<file path="config.mk">
export PLATFORM = sky130hd
export DESIGN_NAME = intr_arbiter
export DESIGN_NICKNAME = d
export VERILOG_FILES = /design/src/rtl/intr_pkg.sv /design/src/rtl/intr_prio_sel.sv /design/src/rtl/intr_arbiter.sv
export SDC_FILE = /design/constraint.sdc
export NUM_CORES = 1
export LEC_CHECK = 0
export CAP_MARGIN = 10
export CELL_PAD_IN_SITES_DETAIL_PLACEMENT = 1
export CELL_PAD_IN_SITES_GLOBAL_PLACEMENT = 2
export CORE_UTILIZATION = 28
export DETAILED_ROUTE_END_ITERATION = 10
export PLACE_DENSITY_LB_ADDON = 0.1
export SLEW_MARGIN = 40
export SYNTH_ARGS = -nofsm -noshare
export SYNTH_HDL_FRONTEND = slang
export SYNTH_SLANG_ARGS = --single-unit
</file>
<file path="constraint.sdc">
create_clock -name i_clk -period 1.9 [get_ports i_clk]
set_clock_uncertainty 0.05 [all_clocks]
set_input_delay 0.38 -clock i_clk [delete_from_list [all_inputs] [get_ports i_clk]]
set_output_delay 0.38 -clock i_clk [all_outputs]
set_load 0.01 [all_outputs]
</file>
<file path="src/rtl/intr_pkg.sv">
// Shared types and constants for the interrupt arbiter: FSM state encoding,
// source-ID sizing helper and default gap length.
package intr_pkg;

    localparam int INTR_ARB_DEF_GAP  = 2;
    localparam int INTR_ARB_DEF_NSRC = 8;

    typedef enum logic [1:0] {
        IDLE   = 2'd0,
        ASSERT = 2'd1,
        GAP    = 2'd2
    } intr_arb_state_e;

    function automatic int intr_id_w(input int n);
        return (n > 1) ? $clog2(n) : 1;
    endfunction

    typedef logic [intr_id_w(INTR_ARB_DEF_NSRC)-1:0] intr_id_t;

endpackage

</file>
<file path="src/rtl/intr_prio_sel.sv">
// Combinational source selector: first set bit of req, searching upward from
// ptr and wrapping modulo N_SRC. A zero ptr gives plain lowest-index priority.
module intr_prio_sel
    import intr_pkg::*;
#(
    parameter int N_SRC = 8,
    parameter int IDW   = intr_id_w(N_SRC)
) (
    input  logic [N_SRC-1:0] req,
    input  logic [IDW-1:0]   ptr,
    output logic             valid,
    output logic [IDW-1:0]   id
);

    logic [IDW-1:0] idx;

    always_comb begin
        valid = 1'b0;
        id    = '0;
        idx   = '0;
        for (int i = 0; i < N_SRC; i++) begin
            idx = IDW'((int'(ptr) + i) % N_SRC);
            if (!valid && req[idx]) begin
                valid = 1'b1;
                id    = idx;
            end
        end
    end

endmodule

</file>
<file path="src/rtl/intr_arbiter.sv">
// Interrupt arbiter: latches rising edges as pending bits and presents one
// interrupt at a time with ack and a post-ack gap. INTR_ARB_RR_EN selects round-robin.
module intr_arbiter
    import intr_pkg::*;
#(
    parameter int N_SRC      = 8,
    parameter int GAP_CYCLES = INTR_ARB_DEF_GAP
) (
    input  logic                       i_clk,
    input  logic                       i_rst,
    input  logic [N_SRC-1:0]           i_intr_src,
    input  logic [N_SRC-1:0]           i_intr_en,
    input  logic                       i_ack,
    output logic                       o_intr,
    output logic [intr_id_w(N_SRC)-1:0] o_intr_id,
    output logic [N_SRC-1:0]           o_pending
);

    localparam int IDW = intr_id_w(N_SRC);
    localparam int GW  = (GAP_CYCLES > 1) ? $clog2(GAP_CYCLES) : 1;

    intr_arb_state_e  state, state_n;
    logic [N_SRC-1:0] pending, pending_w, src_d, rise, clr, eligible;
    logic [IDW-1:0]   id_r, id_n, sel_id, sel_ptr;
    logic [GW-1:0]    gap_cnt, gap_n;
    logic             sel_valid, ack_acc;

    assign rise     = i_intr_src & ~src_d;
    assign clr      = ack_acc ? (N_SRC'(1) << id_r) : '0;
    // Clear first, then set: a fresh event on the acked source is kept.
    assign pending_w = (pending & ~clr) | (rise & i_intr_en);
    assign eligible  = pending & i_intr_en;

    intr_prio_sel #(.N_SRC(N_SRC), .IDW(IDW)) u_sel (
        .req   (eligible),
        .ptr   (sel_ptr),
        .valid (sel_valid),
        .id    (sel_id)
    );

`ifdef INTR_ARB_RR_EN
    logic [IDW-1:0] rr_ptr;

    always_ff @(posedge i_clk) begin
        if (i_rst)
            rr_ptr <= '0;
        else if (ack_acc)
            rr_ptr <= (id_r == IDW'(N_SRC - 1)) ? '0 : id_r + 1'b1;
    end

    assign sel_ptr = rr_ptr;
`else
    assign sel_ptr = '0;
`endif

    always_ff @(posedge i_clk) begin
        if (i_rst) begin
            state   <= IDLE;
            pending <= '0;
            src_d   <= '0;
            id_r    <= '0;
            gap_cnt <= '0;
        end else begin
            state   <= state_n;
            pending <= pending_w;
            src_d   <= i_intr_src;
            id_r    <= id_n;
            gap_cnt <= gap_n;
        end
    end

    always_comb begin
        state_n = state;
        id_n    = id_r;
        gap_n   = gap_cnt;
        ack_acc = 1'b0;
        case (state)
            IDLE: begin
                if (sel_valid) begin
                    id_n    = sel_id;
                    state_n = ASSERT;
                end
            end
            ASSERT: begin
                // Masking the source after grant does not withdraw the request.
                if (i_ack) begin
                    ack_acc = 1'b1;
                    if (GAP_CYCLES > 0) begin
                        state_n = GAP;
                        gap_n   = '0;
                    end else begin
                        state_n = IDLE;
                    end
                end
            end
            GAP: begin
                if (gap_cnt == GW'(GAP_CYCLES - 1))
                    state_n = IDLE;
                else
                    gap_n = gap_cnt + 1'b1;
            end
            default: state_n = IDLE;
        endcase
    end

    assign o_intr    = (state == ASSERT);
    assign o_intr_id = id_r;
    assign o_pending = pending;

endmodule

</file>
==> metrics, run 1 <==
final weighted congestion in routability-driven placement 0.816; hold-fix buffers at CTS 0; Post-Syn Nets 112; number of clock buffers inserted by TritonCTS 3; Die Y 59.1 microns; total vias in the final route 830; setup repair after global routing missed its margin false; reg-to-reg critical path startpoint state[1]; worst-case clock buffer depth 2; launching element of the worst setup path o_intr_id[2]; post-synthesis cell area 912 sq um; initial core utilization 29.6%; setup violators final 0; Min-Delay Path Depth 1; total instance count after detailed placement 168; Final Max Slew Viols 0; commonest cells in the netlist sky130_fd_sc_hd__dfxtp_1 (22), sky130_fd_sc_hd__nor2b_1 (12), sky130_fd_sc_hd__nand2_1 (10); class of the most critical setup path reg2out; Chip Width 59.1 microns; total power consumption of the routed design 1.16 mW; power density over cell area 868 nW/um^2; total gr overflow 0; cts repair resizes 0; Total GRT Usage 15.4%; fill cell total of the finished layout 364; Max transition margin 77.6%; FF/Latch Area 442 sq um; switching power 0.302 mW; slew at the pin closest to its max-slew limit 0.334 ns; sequential cell area fraction in the yosys report 48.3%; P_int 0.855 mW; area grow syn2layout 46.2%; critical path capture point o_intr_id[2]; type of element capturing the critical path output pin; core area 3080 sq um; Critical Path Max Stage Delay 0.58 ns; dpl cell area 1280 sq um; flops & latches, synth 22; Max Cap Viol 0; drt initial violations 30; final wirelength 2330 microns; Top Ports 31; first-pass GRT wire length 3960 microns; clock root buffer sky130_fd_sc_hd__clkbuf_4; gate count after technology mapping 93; slowest library cell on the worst path sky130_fd_sc_hd__clkdlybuf4s50_1; Port Buffer Count 30; startpoint types register; post-route insts no fill 172; final net count 148; wl on met1 1110 microns; Comb pwr share 21.6%; portion of total power attributed to sequential cells 47.1%; clock-pin slew on the worst setup and hold paths 0.13 ns; topmost layer with routed signal wires met4; Post-synth ARST share 0%; portion of synthesized cell area occupied by the leading cell type 48.3%; yosys synthesis warning count 0; placement-stage worst setup slack -0.00389 ns; Leakage 0.525 nW; Detailed Routing Iterations Pass 1 4; Clk pwr share 31.3%; area of the die 3490 sq um; vias in the first global route 862; multi-input logic area 448 sq um; destination of the worst register-to-register timing path o_pending[4]; number of enable-type register cells in the synthesized netlist 0; final cycle utilization of the critical path 94.0%; cell types occupying the most area after synthesis sky130_fd_sc_hd__dfxtp_1 (48%), sky130_fd_sc_hd__nor2b_1 (8.2%), sky130_fd_sc_hd__a32o_1 (5.5%), sky130_fd_sc_hd__nand2_1 (4.1%), sky130_fd_sc_hd__nand3b_1 (3.3%); routed len/inst 13.5 microns; most repeated cell in the gate-level netlist after synthesis sky130_fd_sc_hd__dfxtp_1; CP cell instances clkdlybuf4s50_1; Max Clk Rate 0.560 GHz; setup slack of the worst register-to-register path 0.46 ns; pin count of the biggest net entering global routing 14; maximum level of the CTS H-tree 1; cell type group with the largest total delay on the critical path buffers and inverters; summed area of non-filler cells in the final layout 1330 sq um; DPL Wire Length 1830 microns; data arrival time at the worst-slack endpoint 1.36 ns; DR WL met3 85 microns; clock tree from TritonCTS yes; clock period minus worst slack 1.79 ns; Max VDD drop 0.409 mV; number of antenna violations at the first check in global routing 0; Worst Hold Launch state[0]; result of the run complete, no violations; via-per-instance ratio 4.83; proportion of layout cells with a drive suffix above 1 10.2%; met2 layer wire length in the routed design 1090 microns; Avg Inst Size Synth 9.81 sq um; number of remaining DRC errors 0; Skew-Pair Late Insertion Delay 0.31 ns; maximum net fanout on the critical path 6; clock tree sinks 22; diode insertion count for antenna repair 0; largest area contributor in the netlist sky130_fd_sc_hd__dfxtp_1; Final TNS setup 0 ns; number of setup buffers added after CTS 0; number of placement rows 20; Worst R2R Path Depth 4; Data required, critical path 1.47 ns; final antenna-violating net count 0; worst hold margin 0.448 ns; dominant register cell in the synthesized netlist sky130_fd_sc_hd__dfxtp_1; post-layout utilization of the core 43.3%; buffering stage count on the worst path with inverters included 1; switching share of power 26.1%; number of failing hold endpoints at the final stage 0; final critical-path setup slack 0.113 ns; number of gates on the worst path with buffers counted 1; Cell variety after synth 31; HP Class reg2reg
## power by group through the flow
stage	Clock, mW	Combinational (mW)	Sequential, mW
2_1_floorplan	0	0.118	0.555
3_3_place_gp	0	0.252	0.554
3_5_place_dp	0	0.254	0.556
4_1_cts	0.375	0.256	0.545
5_1_grt	0.399	0.276	0.553
6_report	0.362	0.250	0.545
## cell type report
cell class	instances	area share (%)
Inverter	5	1.41
Tap cell	44	4.13
Sequential cell	22	33.1
Clock inverter	1	2.25
Clock buffer	3	1.69
Multi-Input combinational cell	65	33.6
Timing Repair Buffer	32	23.8
## worst min-delay path by stage
stage / end / slack [ns]
2_1_floorplan: o_pending[2] / 0.41
3_3_place_gp: o_pending[6] / 0.42
3_5_place_dp: o_pending[2] / 0.44
4_1_cts: o_pending[2] / 0.46
5_1_grt: o_pending[7] / 0.50
6_report: state[0] / 0.45
## state kept, by name, indices dropped and copies added, names as in the netlist
signal,count
gap_cnt,1
o_pending,8
state,2
src_d,8
o_intr_id,3
## placed cells by master (no fill, tap or decap)
| master | Yosys | final |
|---|---|---|
| sky130_fd_sc_hd__nand3_2 | 1 | 1 |
| sky130_fd_sc_hd__a211oi_1 | 1 | 1 |
| sky130_fd_sc_hd__dfxtp_2 | 0 | 1 |
| sky130_fd_sc_hd__or2_1 | 1 | 1 |
| sky130_fd_sc_hd__and2_1 | 2 | 2 |
| sky130_fd_sc_hd__dlymetal6s2s_1 | 0 | 1 |
| sky130_fd_sc_hd__nor2b_1 | 12 | 12 |
| sky130_fd_sc_hd__a31oi_1 | 1 | 1 |
| sky130_fd_sc_hd__nand3_1 | 4 | 4 |
| sky130_fd_sc_hd__a221oi_1 | 1 | 1 |
| sky130_fd_sc_hd__and2b_1 | 1 | 1 |
| sky130_fd_sc_hd__inv_1 | 5 | 5 |
| sky130_fd_sc_hd__clkdlybuf4s50_1 | 0 | 29 |
| sky130_fd_sc_hd__a22oi_2 | 1 | 1 |
| sky130_fd_sc_hd__a22oi_4 | 1 | 1 |
| sky130_fd_sc_hd__and3b_1 | 1 | 1 |
| sky130_fd_sc_hd__buf_4 | 0 | 2 |
| sky130_fd_sc_hd__nand2b_2 | 1 | 1 |
| sky130_fd_sc_hd__a21boi_0 | 1 | 1 |
| sky130_fd_sc_hd__nor2_1 | 3 | 3 |
| sky130_fd_sc_hd__nor4_1 | 1 | 1 |
| sky130_fd_sc_hd__clkbuf_4 | 0 | 3 |
| sky130_fd_sc_hd__o31ai_2 | 1 | 1 |
| sky130_fd_sc_hd__a2111oi_0 | 1 | 1 |
| sky130_fd_sc_hd__o21ai_1 | 1 | 1 |
| sky130_fd_sc_hd__dfxtp_1 | 22 | 21 |
| sky130_fd_sc_hd__o21ai_0 | 1 | 1 |
| sky130_fd_sc_hd__a221oi_2 | 1 | 1 |
| sky130_fd_sc_hd__o31ai_1 | 1 | 1 |
| sky130_fd_sc_hd__o311ai_1 | 3 | 3 |
| sky130_fd_sc_hd__a32o_1 | 5 | 5 |
| sky130_fd_sc_hd__nand2_1 | 10 | 10 |
| sky130_fd_sc_hd__bufinv_16 | 0 | 1 |
| sky130_fd_sc_hd__a21oi_1 | 3 | 3 |
| sky130_fd_sc_hd__nor3_1 | 1 | 1 |
| sky130_fd_sc_hd__nand3b_1 | 4 | 4 |
## layer usage
layer	vias to the layer above	track usage [%]
li1	413	-
met1	393	19.4
met2	19	26.1
met3	5	2.62
met4	0	6.12
met5	-	0
## cells by family after synthesis
group | after synthesis | synth area share, %
compound gates | 23 | 22.9
buf+inv | 6 | 2.61
simple gates | 42 | 26.2
flops | 22 | 48.3
No activity file was read; power rests on OpenSTA's default activity.
==> run 2: changes to the inputs <==
- CORE_UTILIZATION: 28 -> 26
- clock period: 1.9 -> 2.05 ns (I/O delays scaled with it)
==> run 2 against run 1 <==
First-iteration DRC count rose by 13%; register-to-register slack improved by 0.18 ns; worst setup slack improved by 0.030 ns; sequential share of layout area grew 0.35 points; via count is 0.84% higher; largest power group unchanged; highest routed layer unchanged.
==> metrics, run 2 (synthesized netlist as in run 1, its figures left out) <==
Top Ports 31; data arrival time at the worst-slack endpoint 1.45 ns; Final TNS setup 0 ns; class of the most critical setup path reg2out; Max Clk Rate 0.525 GHz; area grow syn2layout 44.3%; Port Buffer Count 30; core area 3340 sq um; clock-pin slew on the worst setup and hold paths 0.13 ns; Critical Path Max Stage Delay 0.54 ns; final weighted congestion in routability-driven placement 0.801; Die Y 61.2 microns; dpl cell area 1280 sq um; vias in the first global route 849; diode insertion count for antenna repair 0; worst-case clock buffer depth 2; area of the die 3750 sq um; launching element of the worst setup path state[0]; cell type group with the largest total delay on the critical path buffers and inverters; FF/Latch Area 440 sq um; pin count of the biggest net entering global routing 13; total instance count after detailed placement 170; number of antenna violations at the first check in global routing 0; final antenna-violating net count 0; Final Max Slew Viols 0; type of element capturing the critical path output pin; Data required, critical path 1.59 ns; Leakage 0.503 nW; commonest non-fill, non-tap cells in the layout sky130_fd_sc_hd__clkdlybuf4s50_1 (30), sky130_fd_sc_hd__dfxtp_1 (22), sky130_fd_sc_hd__nor2b_1 (12), sky130_fd_sc_hd__nand2_1 (10); setup violators final 0; summed area of non-filler cells in the final layout 1320 sq um; clock root buffer sky130_fd_sc_hd__clkbuf_4; clock period minus worst slack 1.91 ns; reg-to-reg critical path startpoint state[1]; number of failing hold endpoints at the final stage 0; drt initial violations 34; via-per-instance ratio 4.81; multi-input logic area 448 sq um; worst hold margin 0.449 ns; total power consumption of the routed design 0.994 mW; final wirelength 2440 microns; Detailed Routing Iterations Pass 1 3; slowest library cell on the worst path sky130_fd_sc_hd__clkdlybuf4s50_1; total gr overflow 0; post-route insts no fill 174; final net count 148; startpoint types register; CP cell instances inv_1 -> nor2_1 -> clkdlybuf4s50_1; routed len/inst 14.0 microns; result of the run complete, no violations; maximum level of the CTS H-tree 1; number of remaining DRC errors 0; number of clock buffers inserted by TritonCTS 3; Chip Width 61.2 microns; clock tree sinks 22; initial core utilization 27.3%; most common cell after layout, fill and taps aside sky130_fd_sc_hd__clkdlybuf4s50_1; cts repair resizes 0; total vias in the final route 837; maximum net fanout on the critical path 5; fill cell total of the finished layout 406; buffering stage count on the worst path with inverters included 2; Max VDD drop 0.315 mV; setup repair after global routing missed its margin false; final cycle utilization of the critical path 93.0%; Max Cap Viol 0; Total GRT Usage 14.4%; slew at the pin closest to its max-slew limit 0.320 ns; HP Class reg2reg; DPL Wire Length 1900 microns; number of placement rows 21; proportion of layout cells with a drive suffix above 1 9.38%; Worst Hold Launch src_d[2]; Skew-Pair Late Insertion Delay 0.32 ns; power density over cell area 755 nW/um^2; first-pass GRT wire length 3820 microns; Max transition margin 78.1%; hold-fix buffers at CTS 0; clock tree from TritonCTS yes; number of setup buffers added after CTS 0
run 2: cell count changes in the layout (fill, tap and decap cells not counted), sizes merged:
| cell | change |
|---|---|
| clkdlybuf4s50 | +1 |
| clkbuf | +1 |
| bufinv | -1 |
| dlymetal6s2s | -1 |
run 2: area by class of cell:
class                           instances  share of cell area (%)
Multi-Input combinational cell         65                    34.0
Sequential cell                        22                    33.5
Timing Repair Buffer                   32                    24.0
Tap cell                               46                    4.37
Clock buffer                            4                    2.76
Inverter                                5                    1.43
run 2: power breakdown:
part | leakage, nW | internal, mW | total [mW] | switching [mW]
clock | 0.0210 | 0.109 | 0.252 | 0.143
combinational | 0.300 | 0.129 | 0.237 | 0.107
sequential | 0.182 | 0.466 | 0.505 | 0.0397
total | 0.503 | 0.704 | 0.994 | 0.290
run 2: final timing paths:
path                                      to  slack [ns]  depth (start not counted)
worst max register to register  o_pending[1]        0.64                          4
worst max-delay path                  o_intr        0.14                          3
worst min-delay path            o_pending[2]        0.45                          2
worst min register to register  o_pending[2]        0.45                          2
run 2: worst min-delay path, delay by kind of cell, from the launching register on:
kind | cells | cell delay, ns
and+or+nand+nor | 2 | 0.15
DFF | 1 | 0.33
run 2: routing by layer:
metal	up-vias	GRT usage, %	wire length, microns
met5	-	0	0
met4	0	7.79	44
met3	5	2.73	114
met2	22	24.4	1170
met1	400	17.3	1110
li1	410	-	-
run 2: per-stage QoR:
stage / util, % / setup WS [ns]
2_1_floorplan: - / 0.714
3_3_place_gp: 38.4 / 0.142
3_5_place_dp: 38.4 / 0.0964
4_1_cts: 39.4 / 0.133
5_1_grt: 39.4 / 0.0437
6_report: 39.4 / 0.144
==> run 3: changes to the inputs <==
- clock period: 2.05 -> 1.95 ns (I/O delays scaled with it)
==> run 3 against run 2 <==
Worst setup slack got worse by 0.022 ns; critical endpoint unchanged; via count unchanged; die area unchanged; utilization about the same; design area about the same; critical path depth unchanged; global-route usage unchanged; largest power group unchanged; combinational power increased by 5%; hold slack unchanged; power increased by 5.2%; clock power increased by 5%.
==> metrics, run 3 (synthesized netlist as in run 1, its figures left out) <==
Min-Delay Path Depth 2; Port Buffer Count 30; final critical-path setup slack 0.122 ns; final weighted congestion in routability-driven placement 0.801; setup repair after global routing missed its margin false; pin count of the biggest net entering global routing 13; Final Max Slew Viols 0; Top Ports 31; placement-stage worst setup slack 0.0164 ns; clock tree from TritonCTS yes; initial core utilization 27.3%; hold-fix buffers at CTS 0; Data required, critical path 1.51 ns; total vias in the final route 837; clock period minus worst slack 1.83 ns; Chip Width 61.2 microns; DPL Wire Length 1900 microns; class of the most critical setup path reg2out; worst-case clock buffer depth 2; clock root buffer sky130_fd_sc_hd__clkbuf_4; number of antenna violations at the first check in global routing 0; area grow syn2layout 44.4%; final net count 148; diode insertion count for antenna repair 0; number of clock buffers inserted by TritonCTS 3; Max Clk Rate 0.547 GHz; via-per-instance ratio 4.81; Total GRT Usage 14.4%; number of placement rows 21; area of the die 3750 sq um; HP Class reg2reg; number of remaining DRC errors 0; Die Y 61.2 microns; number of setup buffers added after CTS 0; Max Cap Viol 0; power density over cell area 794 nW/um^2; maximum net fanout on the critical path 5; Skew-Pair Late Insertion Delay 0.32 ns; Max VDD drop 0.331 mV; Max transition margin 78.3%; startpoint types register; slew at the pin closest to its max-slew limit 0.318 ns; most common cell after layout, fill and taps aside sky130_fd_sc_hd__clkdlybuf4s50_1; final antenna-violating net count 0; data arrival time at the worst-slack endpoint 1.39 ns; final wirelength 2450 microns; routed len/inst 14.1 microns; clock tree sinks 22; clock-pin slew on the worst setup and hold paths 0.13 ns; setup slack of the worst register-to-register path 0.54 ns; drt initial violations 34; Final TNS setup 0 ns; vias in the first global route 849; proportion of layout cells with a drive suffix above 1 10.2%; final cycle utilization of the critical path 93.7%; Detailed Routing Iterations Pass 1 3; Worst R2R Path Depth 4; Leakage 0.503 nW; result of the run complete, no violations; core area 3340 sq um; first-pass GRT wire length 3820 microns; maximum level of the CTS H-tree 1; commonest non-fill, non-tap cells in the layout sky130_fd_sc_hd__clkdlybuf4s50_1 (30), sky130_fd_sc_hd__dfxtp_1 (21), sky130_fd_sc_hd__nor2b_1 (12), sky130_fd_sc_hd__nand2_1 (10); total gr overflow 0; type of element capturing the critical path output pin; setup violators final 0; number of failing hold endpoints at the final stage 0
[run 3: cell counts in the layout (fill, tap and decap cells not counted)]
No cell type changed its count.
[run 3: routing by layer]
layer | part of all wire (%) | GRT usage [%] | vias to the layer above
li1 | - | - | 410
met5 | 0 | 0 | -
met2 | 48 | 24.4 | 22
met3 | 4.7 | 2.73 | 5
met4 | 1.8 | 7.79 | 0
met1 | 46 | 17.3 | 400
[run 3: stage by stage]
step | area (sq um) | instances | power [mW] | utilization (%) | hold slack [ns]
3_5_place_dp | 1280 | 170 | 0.793 | 38.4 | 0.432
4_1_cts | 1320 | 174 | 1.06 | 39.4 | 0.457
3_3_place_gp | 1280 | 170 | 0.789 | 38.4 | 0.425
6_report | 1320 | 174 | 1.05 | 39.5 | 0.449
2_1_floorplan | 912 | 93 | 0.656 | - | 0.407
5_1_grt | 1320 | 174 | 1.10 | 39.5 | 0.478
[run 3: final timing paths]
check                 endpoint     start
setup / recovery        o_intr  state[0]
hold / removal    o_pending[2]  src_d[2]
setup reg to reg  o_pending[1]  state[1]
hold reg to reg   o_pending[2]  src_d[2]
[run 3: worst max-delay path, cell delays in order (launching register included)]
cell                              delay, ns
sky130_fd_sc_hd__dfxtp_2               0.38
sky130_fd_sc_hd__inv_1                 0.07
sky130_fd_sc_hd__nor2_1                0.08
sky130_fd_sc_hd__clkdlybuf4s50_1       0.54
[run 3: final cells by class]
type | instances | area [sq um]
Inverter | 5 | 18.8
Multi-Input combinational cell | 65 | 448
Timing Repair Buffer | 32 | 315
Fill cell | 405 | 2020
Sequential cell | 22 | 442
Clock buffer | 4 | 36.3
Tap cell | 46 | 57.6
[run 3: power breakdown]
group | internal (mW) | switching [mW]
clock | 0.114 | 0.150
combinational | 0.136 | 0.113
sequential | 0.490 | 0.0418
total | 0.741 | 0.305
[run 3: what timing repair did]
| item | 4_1_cts | 5_1_grt |
|---|---|---|
| gates resized for setup | 0 | 1 |
| endpoints found under the hold margin | 0 | 0 |
| setup endpoints to repair | 0 | 1 |
